--- src/rtl/wash_sequencer.sv ---
// Self-timed washer-cycle controller with one internal down-counting phase timer.
// Optional WASHSEQ_DOOR_HOLD_ALL_EN: an open lid pauses any active phase, not just SPIN.
module wash_sequencer #(
  parameter int CNT_W     = 16,
  parameter int FILL_CYC  = 1000,
  parameter int WASH_CYC  = 4000,
  parameter int DRAIN_CYC = 800,
  parameter int RINSE_CYC = 2000,
  parameter int SPIN_CYC  = 3000,
  parameter int NUM_RINSE = 1
) (
  input  logic       clk,
  input  logic       reset,
  input  logic       Start,
  input  logic       Door,
  output logic       Agitator,
  output logic       Motor,
  output logic       Pump,
  output logic       Speed,
  output logic       Water,
  output logic       Busy,
  output logic       Done,
  output logic [3:0] Phase
);

  localparam logic [3:0] S_IDLE   = 4'd0;
  localparam logic [3:0] S_FILL1  = 4'd1;
  localparam logic [3:0] S_WASH   = 4'd2;
  localparam logic [3:0] S_DRAIN1 = 4'd3;
  localparam logic [3:0] S_FILL2  = 4'd4;
  localparam logic [3:0] S_RINSE  = 4'd5;
  localparam logic [3:0] S_DRAIN2 = 4'd6;
  localparam logic [3:0] S_SPIN   = 4'd7;
  localparam logic [3:0] S_HOLD   = 4'd8;

  localparam logic [CNT_W-1:0] FILL_LD  = CNT_W'(FILL_CYC - 1);
  localparam logic [CNT_W-1:0] WASH_LD  = CNT_W'(WASH_CYC - 1);
  localparam logic [CNT_W-1:0] DRAIN_LD = CNT_W'(DRAIN_CYC - 1);
  localparam logic [CNT_W-1:0] RINSE_LD = CNT_W'(RINSE_CYC - 1);
  localparam logic [CNT_W-1:0] SPIN_LD  = CNT_W'(SPIN_CYC - 1);
  localparam logic [3:0]       LAST_RNS = 4'(NUM_RINSE - 1);

  logic [3:0]       state;
  logic [3:0]       nxt;
  logic [3:0]       resume;
  logic [3:0]       rinse_cnt;
  logic [CNT_W-1:0] timer;
  logic [CNT_W-1:0] load_val;
  logic             tz;
  logic             timed;
  logic             door_any;
  logic             done_q;

  assign tz    = (timer == '0);
  assign timed = (state >= S_FILL1) && (state <= S_SPIN);

`ifdef WASHSEQ_DOOR_HOLD_ALL_EN
  assign door_any = Door;

  // Remember which phase the lid interrupted
  always_ff @(posedge clk or posedge reset) begin
    if (reset)
      resume <= S_IDLE;
    else if (state != S_HOLD && nxt == S_HOLD)
      resume <= state;
  end
`else
  assign door_any = 1'b0;
  assign resume   = S_SPIN;
`endif

  // State register
  always_ff @(posedge clk or posedge reset) begin
    if (reset)
      state <= S_IDLE;
    else
      state <= nxt;
  end

  // Next-state decode; SPIN always honours the lid
  always_comb begin
    nxt = state;
    case (state)
      S_IDLE:   if (Start) nxt = S_FILL1;
      S_FILL1:  if (door_any) nxt = S_HOLD;
                else if (tz) nxt = S_WASH;
      S_WASH:   if (door_any) nxt = S_HOLD;
                else if (tz) nxt = S_DRAIN1;
      S_DRAIN1: if (door_any) nxt = S_HOLD;
                else if (tz) nxt = S_FILL2;
      S_FILL2:  if (door_any) nxt = S_HOLD;
                else if (tz) nxt = S_RINSE;
      S_RINSE:  if (door_any) nxt = S_HOLD;
                else if (tz) nxt = S_DRAIN2;
      S_DRAIN2: if (door_any) nxt = S_HOLD;
                else if (tz)
                  nxt = (rinse_cnt < LAST_RNS) ? S_FILL2 : S_SPIN;
      S_SPIN:   if (Door) nxt = S_HOLD;
                else if (tz) nxt = S_IDLE;
      S_HOLD:   if (!Door) nxt = resume;
      default:  nxt = S_IDLE;
    endcase
  end

  // Duration of the phase being entered
  always_comb begin
    load_val = '0;
    case (nxt)
      S_FILL1, S_FILL2:   load_val = FILL_LD;
      S_WASH:             load_val = WASH_LD;
      S_DRAIN1, S_DRAIN2: load_val = DRAIN_LD;
      S_RINSE:            load_val = RINSE_LD;
      S_SPIN:             load_val = SPIN_LD;
      default:            load_val = '0;
    endcase
  end

  // Phase timer: load on phase entry, freeze across HOLD, else count down
  always_ff @(posedge clk or posedge reset) begin
    if (reset)
      timer <= '0;
    else if (state != S_HOLD && nxt != state && nxt != S_HOLD)
      timer <= load_val;
    else if (timed && nxt == state)
      timer <= timer - 1'b1;
  end

  // Rinse loop counter
  always_ff @(posedge clk or posedge reset) begin
    if (reset)
      rinse_cnt <= '0;
    else if (state == S_IDLE && nxt == S_FILL1)
      rinse_cnt <= '0;
    else if (state == S_DRAIN2 && nxt == S_FILL2)
      rinse_cnt <= rinse_cnt + 1'b1;
  end

  // Completion pulse, visible in the first IDLE cycle after SPIN
  always_ff @(posedge clk or posedge reset) begin
    if (reset)
      done_q <= 1'b0;
    else
      done_q <= (state == S_SPIN) && (nxt == S_IDLE);
  end

  // Moore actuator decode
  always_comb begin
    Agitator = 1'b0;
    Motor    = 1'b0;
    Pump     = 1'b0;
    Speed    = 1'b0;
    Water    = 1'b0;
    case (state)
      S_FILL1, S_FILL2:   Water = 1'b1;
      S_WASH, S_RINSE: begin
        Agitator = 1'b1;
        Motor    = 1'b1;
      end
      S_DRAIN1, S_DRAIN2: Pump = 1'b1;
      S_SPIN: begin
        Motor = 1'b1;
        Speed = 1'b1;
      end
      default: ;
    endcase
  end

  assign Busy  = (state != S_IDLE);
  assign Done  = done_q;
  assign Phase = state;

endmodule

--- config.mk ---
export PLATFORM = sky130hd
export DESIGN_NAME = wash_sequencer
export DESIGN_NICKNAME = d
export VERILOG_FILES = /design/src/rtl/wash_sequencer.sv
export SDC_FILE = /design/constraint.sdc
export NUM_CORES = 1
export LEC_CHECK = 0
export CAP_MARGIN = 40
export CORE_UTILIZATION = 57
export DETAILED_ROUTE_END_ITERATION = 12
export PLACE_DENSITY_LB_ADDON = 0.3
export SYNTH_ARGS = -nofsm -noshare
export SYNTH_HDL_FRONTEND = slang
export SYNTH_SLANG_ARGS = --single-unit
--- constraint.sdc ---
create_clock -name clk -period 2.5 [get_ports clk]
set_input_delay 0.25 -clock clk [delete_from_list [all_inputs] [get_ports clk]]
set_output_delay 0.25 -clock clk [all_outputs]
set_load 0.005 [all_outputs]
Word level (Yosys, flattened, before mapping)
Cells that the tools add are included.
- register bits: 25
- word-level logic and storage cells: 69
- add/subtract/negate cells: 2
- magnitude comparators: 3
- eq/ne operators: 19
- mux-type cells: 22
- reductions and logical operators: 19
- operators with widths (kind ; number):
    case mux 12 bit (5 select lines) ; 1
    2-to-1 mux 4 bit ; 12
    case mux 4 bit (9 select lines) ; 1
    equality test 4 x 3 -> 1 bit (second input constant) ; 8
    2-to-1 mux 16 bit ; 2
    equality test 4 x 2 -> 1 bit (second input constant) ; 4
    zero test 16 bit ; 1
    subtractor 16 x 1 -> 16 bit (second input constant) ; 1
    OR reduction 2 bit ; 5
    equality test 4 x 1 -> 1 bit (second input constant) ; 2
    zero test 4 bit ; 2
    inequality test 4 bit (second input constant) ; 2
    logical AND 1 bit ; 7
    2-to-1 mux 1 bit ; 5
    adder 4 x 1 -> 4 bit (second input constant) ; 1
    equality test 4 bit ; 1
    equality test 4 bit (second input constant) ; 1
    greater-or-equal comparator 4 x 1 -> 1 bit (second input constant) ; 1
    <= comparator 4 x 3 -> 1 bit (second input constant) ; 1
    < comparator 4 x 1 -> 1 bit (second input constant) ; 1
    inequality test 4 bit ; 1
    nonzero test 2 bit ; 2
    nonzero test 4 bit ; 1
    OR reduction 3 bit ; 1
    2-to-1 mux 2 bit ; 1

Longest topological paths before layout
- depth in word-level cells: 8
- gate-level depth with buffers: 12
- depth with buffers taken out: 10

Worst setup path after synthesis
Ideal clock, no wire load.
- path kind: register to register
- from: reg timer[0]
- to: reg timer[10]
- library setup time: 0.127 ns
- data arrival time: 2.052 ns
- data required time: 2.373 ns
- slack: 0.321 ns
- stages on the path, launching flop included: 12
- path buffers: 2
- period minus slack after synthesis: 2.179 ns
- cells stage by stage: dfrtp_1 -> inv_1 -> ha_1 -> nor3b_4 -> and3_1 -> buf_2 -> a2111o_1 -> nand3_1 -> buf_4 -> nor2_2 -> a211oi_1 -> a21oi_1
- longest elaborated chain between the ends: 8
- elaborated cells on any way between the ends: 30
- those cells by class: add/sub (1); eq/ne (10); mux (12); reduce/logical (7)
- ends and longest elaborated chain (item ; line ; RTL):
    from (decl) ; 47 ; logic [CNT_W-1:0] timer;
    from (signal assigned) ; 123 ; timer <= load_val;
    from (signal assigned) ; 125 ; timer <= timer - 1'b1;
    zero test 16 bit (*) ; 54 ; assign tz = (timer == '0);
    2-to-1 mux 4 bit ; 99 ; else if (tz) nxt = S_IDLE;
    2-to-1 mux 4 bit ; 98 ; S_SPIN: if (Door) nxt = S_HOLD;
    case mux 4 bit (9 select lines) (*) ; 83 ; case (state)
    via nxt[2] ; 44 ; logic [3:0] nxt;
    equality test 4 x 2 -> 1 bit (tied with other cells) ; 108 ; case (nxt)
    OR reduction 2 bit or logical AND 1 bit (tied branches) ; 108, 122 ;
    case mux 12 bit (5 select lines) or logical AND 1 bit (tied branches) ; 108, 122 ;
    2-to-1 mux 16 bit or nonzero test 2 bit (tied branches) ; - ;
The timed path passes the listed nets; every way through them passes the cells marked *. The select of a mux whose other input is x is not followed.
A chain may end at the register's enable or synchronous reset.

Worst setup path after layout
- from: reg timer[0]
- to: reg timer[7]
- longest elaborated chain between the ends: 8
- elaborated cells on any way between the ends: 30
- those cells by class: add/sub (1); eq/ne (10); mux (12); reduce/logical (7)
- ends and longest elaborated chain (item ; line):
    zero test 16 bit ; 54
    2-to-1 mux 4 bit ; 99
    2-to-1 mux 4 bit ; 98
    case mux 4 bit (9 select lines) ; 83
    equality test 4 x 2 -> 1 bit (tied with other cells) ; 108
    OR reduction 2 bit or logical AND 1 bit (tied branches) ; 108, 122
    case mux 12 bit (5 select lines) or logical AND 1 bit (tied branches) ; 108, 122
    2-to-1 mux 16 bit or nonzero test 2 bit (tied branches) ; -
Several ways; a longest one is shown, not always the timed one. The select of a mux whose other input is x is not followed.

==> PnR_summary.wiki <==
{| class="wikitable"
! Metric !! Value
|-
| Routability congestion estimate || 0.8449
|-
| Areal power density over the cells || 289.9 nW/µm²
|-
| Combined flip-flop and latch cell area || 528.0 µm²
|-
| Final wirelength || 3.395 mm
|-
| Seq/Total Area, Yosys || 0.3268
|-
| Clock transition at the register clock pins on the worst setup and hold paths after CTS || 0.14 ns
|-
| Skew final || 0.01382 ns
|-
| Filler instances || 204
|-
| Chain of cells forming the critical path || inv_1, ha_1, nor3b_4, and3_2, a2111o_1, nand3_1, buf_4, nand3b_1, o21ai_0, mux2i_1
|-
| Hold Vio Cnt, Final || 0
|-
| Core Box Area || 2567 µm²
|-
| Pins Over Slew Limit || 0
|-
| Vert. Die Dim || 55.11 µm
|-
| Ratio of cells with drive above 1 in the final layout || 0.2240
|-
| Starting utilization of the core area || 0.6262
|-
| Post-DP HPWL || 2.572 mm
|-
| Aggregate negative setup slack || 0 ns
|-
| Post-Syn Nets || 181
|-
| Initial antenna violation count || 0
|-
| Cell Rows || 18
|-
| Result of the run || complete, no violations
|-
| Synthesized instance count || 176
|-
| TritonCTS Sinks || 21
|-
| Clock latency of the later-clocked register in the worst-skew pair || 0.32 ns
|-
| Period utilization || 0.9465
|-
| CTS hold repair buffers || 0
|-
| Routed via count divided by cell count || 5.937
|-
| Number of input and output port buffers inserted || 14
|-
| Net total in the final layout || 198
|-
| Cell area after synthesis || 1608 µm²
|-
| CTS tree || done
|-
| Relative area change from synthesis to final layout || 14.55%
|-
| First-pass iteration count of the detailed router || 4
|-
| Fraction of post-synthesis cell area in the top cell type by area || 0.3268
|-
| Warnings from Yosys || 0
|-
| Total via count after detailed routing || 1318
|-
| Cell variety after synth || 51
|-
| Endpoint kind of the worst setup timing path || flip-flop
|-
| First-pass GRT wire length || 5.644 mm
|-
| Clock Tree Buf Depth || 2
|-
| Detail-routed net length per standard cell || 15.29 µm
|-
| Peak-usage layer in the global routing report || met2
|-
| Min Clock Period, post-route || 2.366 ns
|-
| Die width || 55.11 µm
|-
| DRC viols || 0
|-
| Kind of critical path || reg2reg
|-
| Die area || 3037 µm²
|-
| Data required time of the critical path || 2.69 ns
|-
| Highest-delay cell along the critical path || sky130_fd_sc_hd__a2111o_1
|-
| Met3 Use GR || 0.03279
|-
| # setup viols final || 0
|-
| Number of enable flip-flop cells after synthesis || 0
|-
| Path depth of the worst reg2reg path || 10
|-
| Critical Path Max Stage Delay || 0.42 ns
|-
| Count of H-tree levels built during CTS || 1
|-
| Static Leak || 0.7320 nW
|-
| Avg Synthesized Cell Area || 9.135 µm²
|-
| Synth Register Bits || 21
|-
| FFs w/ async S/R, synth || 1.000
|-
| Vias in the first global route || 1237
|-
| GRT met1 Usage || 0.3519
|-
| Relative max-transition margin || 0.4537
|-
| Highest net fanout along the worst path || 6
|-
| MaxCap Viol Count || 0
|-
| Reg-to-reg setup timing slack || 0.13 ns
|-
| Pin slew with the least headroom to its limit || 0.8185 ns
|-
| GR Util All Layers || 0.2600
|-
| Remaining antenna violation count || 0
|-
| Path type of the worst min-delay path || in2async
|-
| Startpoint of the worst register-to-register path || timer[0]$_DFFE_PP0P_
|-
| Diode insertion count for antenna repair || 0
|-
| Multi-input gate area in the final layout || 998.5 µm²
|-
| Met2 track utilization from global routing || 0.4378
|-
| Maximum number of pins on one net before global-route repair || 24
|-
| Highest attainable clock frequency || 422.6 MHz
|-
| Yosys top cell by area || sky130_fd_sc_hd__dfrtp_1
|-
| Top FF cell, synth || sky130_fd_sc_hd__dfrtp_1
|-
| Number of clock buffers inserted by TritonCTS || 3
|-
| Source of the critical timing path || timer[0]$_DFFE_PP0P_
|-
| DP Area || 1798 µm²
|-
| Final design instance area without fill || 1842 µm²
|-
| Worst path arrival time || 2.56 ns
|-
| Setup repair after global routing missed its margin || no
|-
| # IOs || 15
|-
| Critical path launch point type || flip-flop
|-
| Overflow after GRT || 0
|-
| Maximum ir drop on the vdd rail || 0.0003345 V
|-
| Count of routing violations after the opening detailed-route iteration || 67
|-
| Clk Tree Root Cell || sky130_fd_sc_hd__clkbuf_4
|-
| Dominant cells by area after synthesis || sky130_fd_sc_hd__dfrtp_1, sky130_fd_sc_hd__xnor2_1, sky130_fd_sc_hd__a21oi_1
|}
==> layout by cell type (no fill, tap or decap), types with 6 or more instances in the layout <==
cell type / netlist / routed
sky130_fd_sc_hd__dfrtp_1: 21 / 19
sky130_fd_sc_hd__a21oi_1: 15 / 15
sky130_fd_sc_hd__nand2_1: 15 / 14
sky130_fd_sc_hd__clkdlybuf4s50_1: 0 / 14
sky130_fd_sc_hd__nor3_1: 13 / 12
sky130_fd_sc_hd__nor2_1: 12 / 12
sky130_fd_sc_hd__buf_4: 2 / 10
sky130_fd_sc_hd__xnor2_1: 9 / 9
sky130_fd_sc_hd__nand3_1: 7 / 7
sky130_fd_sc_hd__and2_1: 6 / 6
==> per-layer routing <==
| layer | share of wire | wire (µm) |
|---|---|---|
| met2 | 0.49 | 1674 |
| met1 | 0.44 | 1504 |
| met4 | 0.011 | 39 |
| met5 | 0 | 0 |
| met3 | 0.052 | 177 |
==> repair_timing <==
action	4_1_cts	5_1_grt
endpoints found under the setup margin	2	8
pin swaps	0	2
setup buffers	0	0
gates resized for setup	1	6
==> final cells by class <==
cell class / instances / area share
well taps: 30 / 0.02038
flip-flops and latches: 21 / 0.2867
repair buffers: 25 / 0.1277
clock buffers: 3 / 0.01223
clock inverters: 1 / 0.002717
inverters: 4 / 0.008152
multi-input cells: 138 / 0.5421
==> through the flow <==
step                      worst slack [ns]  hold slack, ns  instances    util  total power, mW
after floorplan                     0.3208          0.2265        176       -           0.3574
after global placement             0.06854          0.5506        218  0.7003           0.3656
after detailed placement         0.0004869          0.5551        218  0.7003           0.3665
after CTS                          0.08288          0.4239        222  0.7130           0.5380
after global routing              0.005146          0.5092        222  0.7173           0.5471
final                               0.1338          0.3791        222  0.7173           0.5340
==> path summary, 6_finish.rpt <==
kind	to
min in group clk	timer[6]$_DFFE_PP0P_
max	timer[7]$_DFFE_PP0P_
max in group asynchronous	Phase[1]$_DFF_PP0_
min	Done$_DFF_PP0_
max reg2reg	timer[7]$_DFFE_PP0P_
min reg2reg	timer[6]$_DFFE_PP0P_
==> where the power goes <==
part           total (mW)  switching [mW]  internal (mW)
Sequential          0.340               0          0.340
Combinational      0.0197          0.0119        0.00780
Clock               0.175           0.115         0.0598
Total               0.534           0.127          0.407
==> registers in the layout, indices dropped and copies added, names as in the netlist <==
| signal | cells |
|---|---|
| Done | 1 |
| Phase | 4 |
| timer | 16 |
==> cell families after synthesis <==
logic type,Yosys count,synth area share
simple gates,85,0.3541
compound gates,36,0.1580
flops,21,0.3268
buf+inv,17,0.06069
xor+xnor,15,0.08639
mux,1,0.006226
fa+ha+maj,1,0.007781
==> worst max-delay path: cells and delay by family, from the launching register on <==
kind                     cells  cell delay, ns
flip-flops                   1            0.40
multiplexers                 1            0.11
adder cells (fa/ha/maj)      1            0.21
AO/OA/AOI/OAI                2            0.53
AND/OR/NAND/NOR              4            0.72
buffers and inverters        2            0.27
==> synth_stat cells (3+ instances only) <==
master,n
sky130_fd_sc_hd__nor2_1,12
sky130_fd_sc_hd__dfrtp_1,21
sky130_fd_sc_hd__xor2_1,5
sky130_fd_sc_hd__xnor2_1,9
sky130_fd_sc_hd__buf_2,9
sky130_fd_sc_hd__inv_1,4
sky130_fd_sc_hd__nor3_1,13
sky130_fd_sc_hd__nand2b_1,5
sky130_fd_sc_hd__a21oi_1,15
sky130_fd_sc_hd__nor4_4,3
sky130_fd_sc_hd__o21ai_0,4
sky130_fd_sc_hd__and2_1,6
sky130_fd_sc_hd__nand3_1,7
sky130_fd_sc_hd__nand2_1,15
sky130_fd_sc_hd__nand3b_1,3
sky130_fd_sc_hd__or2_2,4
Power figures use the tool's default switching activity.
==> RTL change (same settings) <==
Set the parameter `CNT_W` to 14 (it was 16).
--- a/src/rtl/wash_sequencer.sv
+++ b/src/rtl/wash_sequencer.sv
@@ -1,7 +1,7 @@
 // Self-timed washer-cycle controller with one internal down-counting phase timer.
 // Optional WASHSEQ_DOOR_HOLD_ALL_EN: an open lid pauses any active phase, not just SPIN.
 module wash_sequencer #(
-  parameter int CNT_W     = 16,
+  parameter int CNT_W     = 14,
   parameter int FILL_CYC  = 1000,
   parameter int WASH_CYC  = 4000,
   parameter int DRAIN_CYC = 800,
Check against the original RTL: same outputs for any inputs over 10 cycles, from zero or initial values and one cycle with reset high; that may be too few to reach the edited logic, so the function may still have changed.
==> RTL change against the unedited design <==
Sequential cell count is 2 lower; first-iteration DRC count is 31% lower; synthesized area is 18% lower; routed wire length is 1.7% lower; hold slack worse by 0.041 ns; worst setup slack worse by 0.017 ns; design area is 12% lower; largest cell class unchanged.
Power is not compared: it rests on default switching activity, and its combinational part moved more than twofold at a synthesized area within 25%.
==> RTL change: results (changes against the unedited design) <==
[outcome]
status=completed

[grt]
grt_max_degree=20  ; -17%
grt_pass1_wl_mm=5.24  ; -7.1%
first_global_vias=1209  ; -2.3%
grt_usage_pct=28.0  ; +2.0 points

[logic_synthesis]
ys_types=43  ; -16%
ys_seq_area_share_pct=36.2  ; +3.5 points
yosys-top-cells-area=dfrtp_1, xor2_1, a21oi_1

[cells_and_area]
filler_cell_count=173  ; -15%
largest_reg_flops=14  ; -2

[detailed_routing]
wl_met2_mm=1.63  ; -2.8%
wl_met3_um=265  ; +50%
vias=1292  ; -2.0%
drt-initial-drc-count=46  ; -31%
wl_met1_mm=1.38  ; -8.0%

[placed_design]
gp_congestion=1.03  ; +21%
place_area_sq_um=1560  ; -13%

[setup_path]
rrSetupSlack_ns=0.12  ; -0.02 ns
cp_max_fo=7  ; +1
slowest_stage=dfrtp_1
endpoint=timer[0]
cp-startpoint=timer[1]

[timing]
max-slew-margin-rel_pct=52.5  ; +7.1 points

[clocking]
clkTransAtPathRegs_ns=0.12  ; -0.02 ns

[pwr]
total_power_mw=1.05

## RTL change: cell types whose count changed in the layout (fill, tap and decap cells not counted), moves of 3 or more
cell,delta
buf_4,+5
nor4_1,+5
xnor2_1,-5
xor2_1,+4
and2_1,-3
inv_1,+3
nand2b_1,-3
or2_2,-3
## RTL change: stage by stage
stage | cells | setup TNS [ns] | utilization, % | setup WS (ns)
final | 209 | 0 | 74.0 | 0.117
after global routing | 209 | -0.00643 | 74.0 | -0.00643
after CTS | 208 | 0 | 72.8 | 0.0642
after detailed placement | 204 | -0.0115 | 71.2 | -0.0115
after global placement | 204 | 0 | 71.2 | 0.0400
after floorplan | 154 | 0 | - | 0.215
## RTL change: layout make-up
| type | count | area (sq um) | share of cell area [%] |
|---|---|---|---|
| Clock buffer | 3 | 22.5 | 1.39 |
| Multi-Input combinational cell | 121 | 800 | 49.3 |
| Timing Repair Buffer | 29 | 253 | 15.6 |
| Clock inverter | 1 | 5.00 | 0.309 |
| Tap cell | 28 | 35.0 | 2.16 |
| Inverter | 8 | 31.3 | 1.93 |
| Sequential cell | 19 | 475 | 29.3 |
## RTL change: timing repair
action                     in CTS  in global routing
pin swaps                       0                  1
gates resized for setup         2                  3
setup buffers                   0                  0
cloned                          0                  1
setup endpoints to repair       4                  8
## RTL change: logic make-up (layout without fill, tap and decap cells)
kind of cell    Yosys count  count (layout)  share of synthesized area, %
xor+xnor                 13              13                          8.67
flops                    19              19                          36.2
simple gates             70              70                          30.7
buf+inv                  15              41                          5.52
compound gates           36              37                          18.0
fa+ha+maj                 1               1                         0.952
## RTL change: per-layer routing
layer / global-route usage [%] / up-vias
li1: - / 621
met2: 47.1 / 50
met3: 6.48 / 8
met1: 33.3 / 613
met5: 0 / -
met4: 12.9 / 0
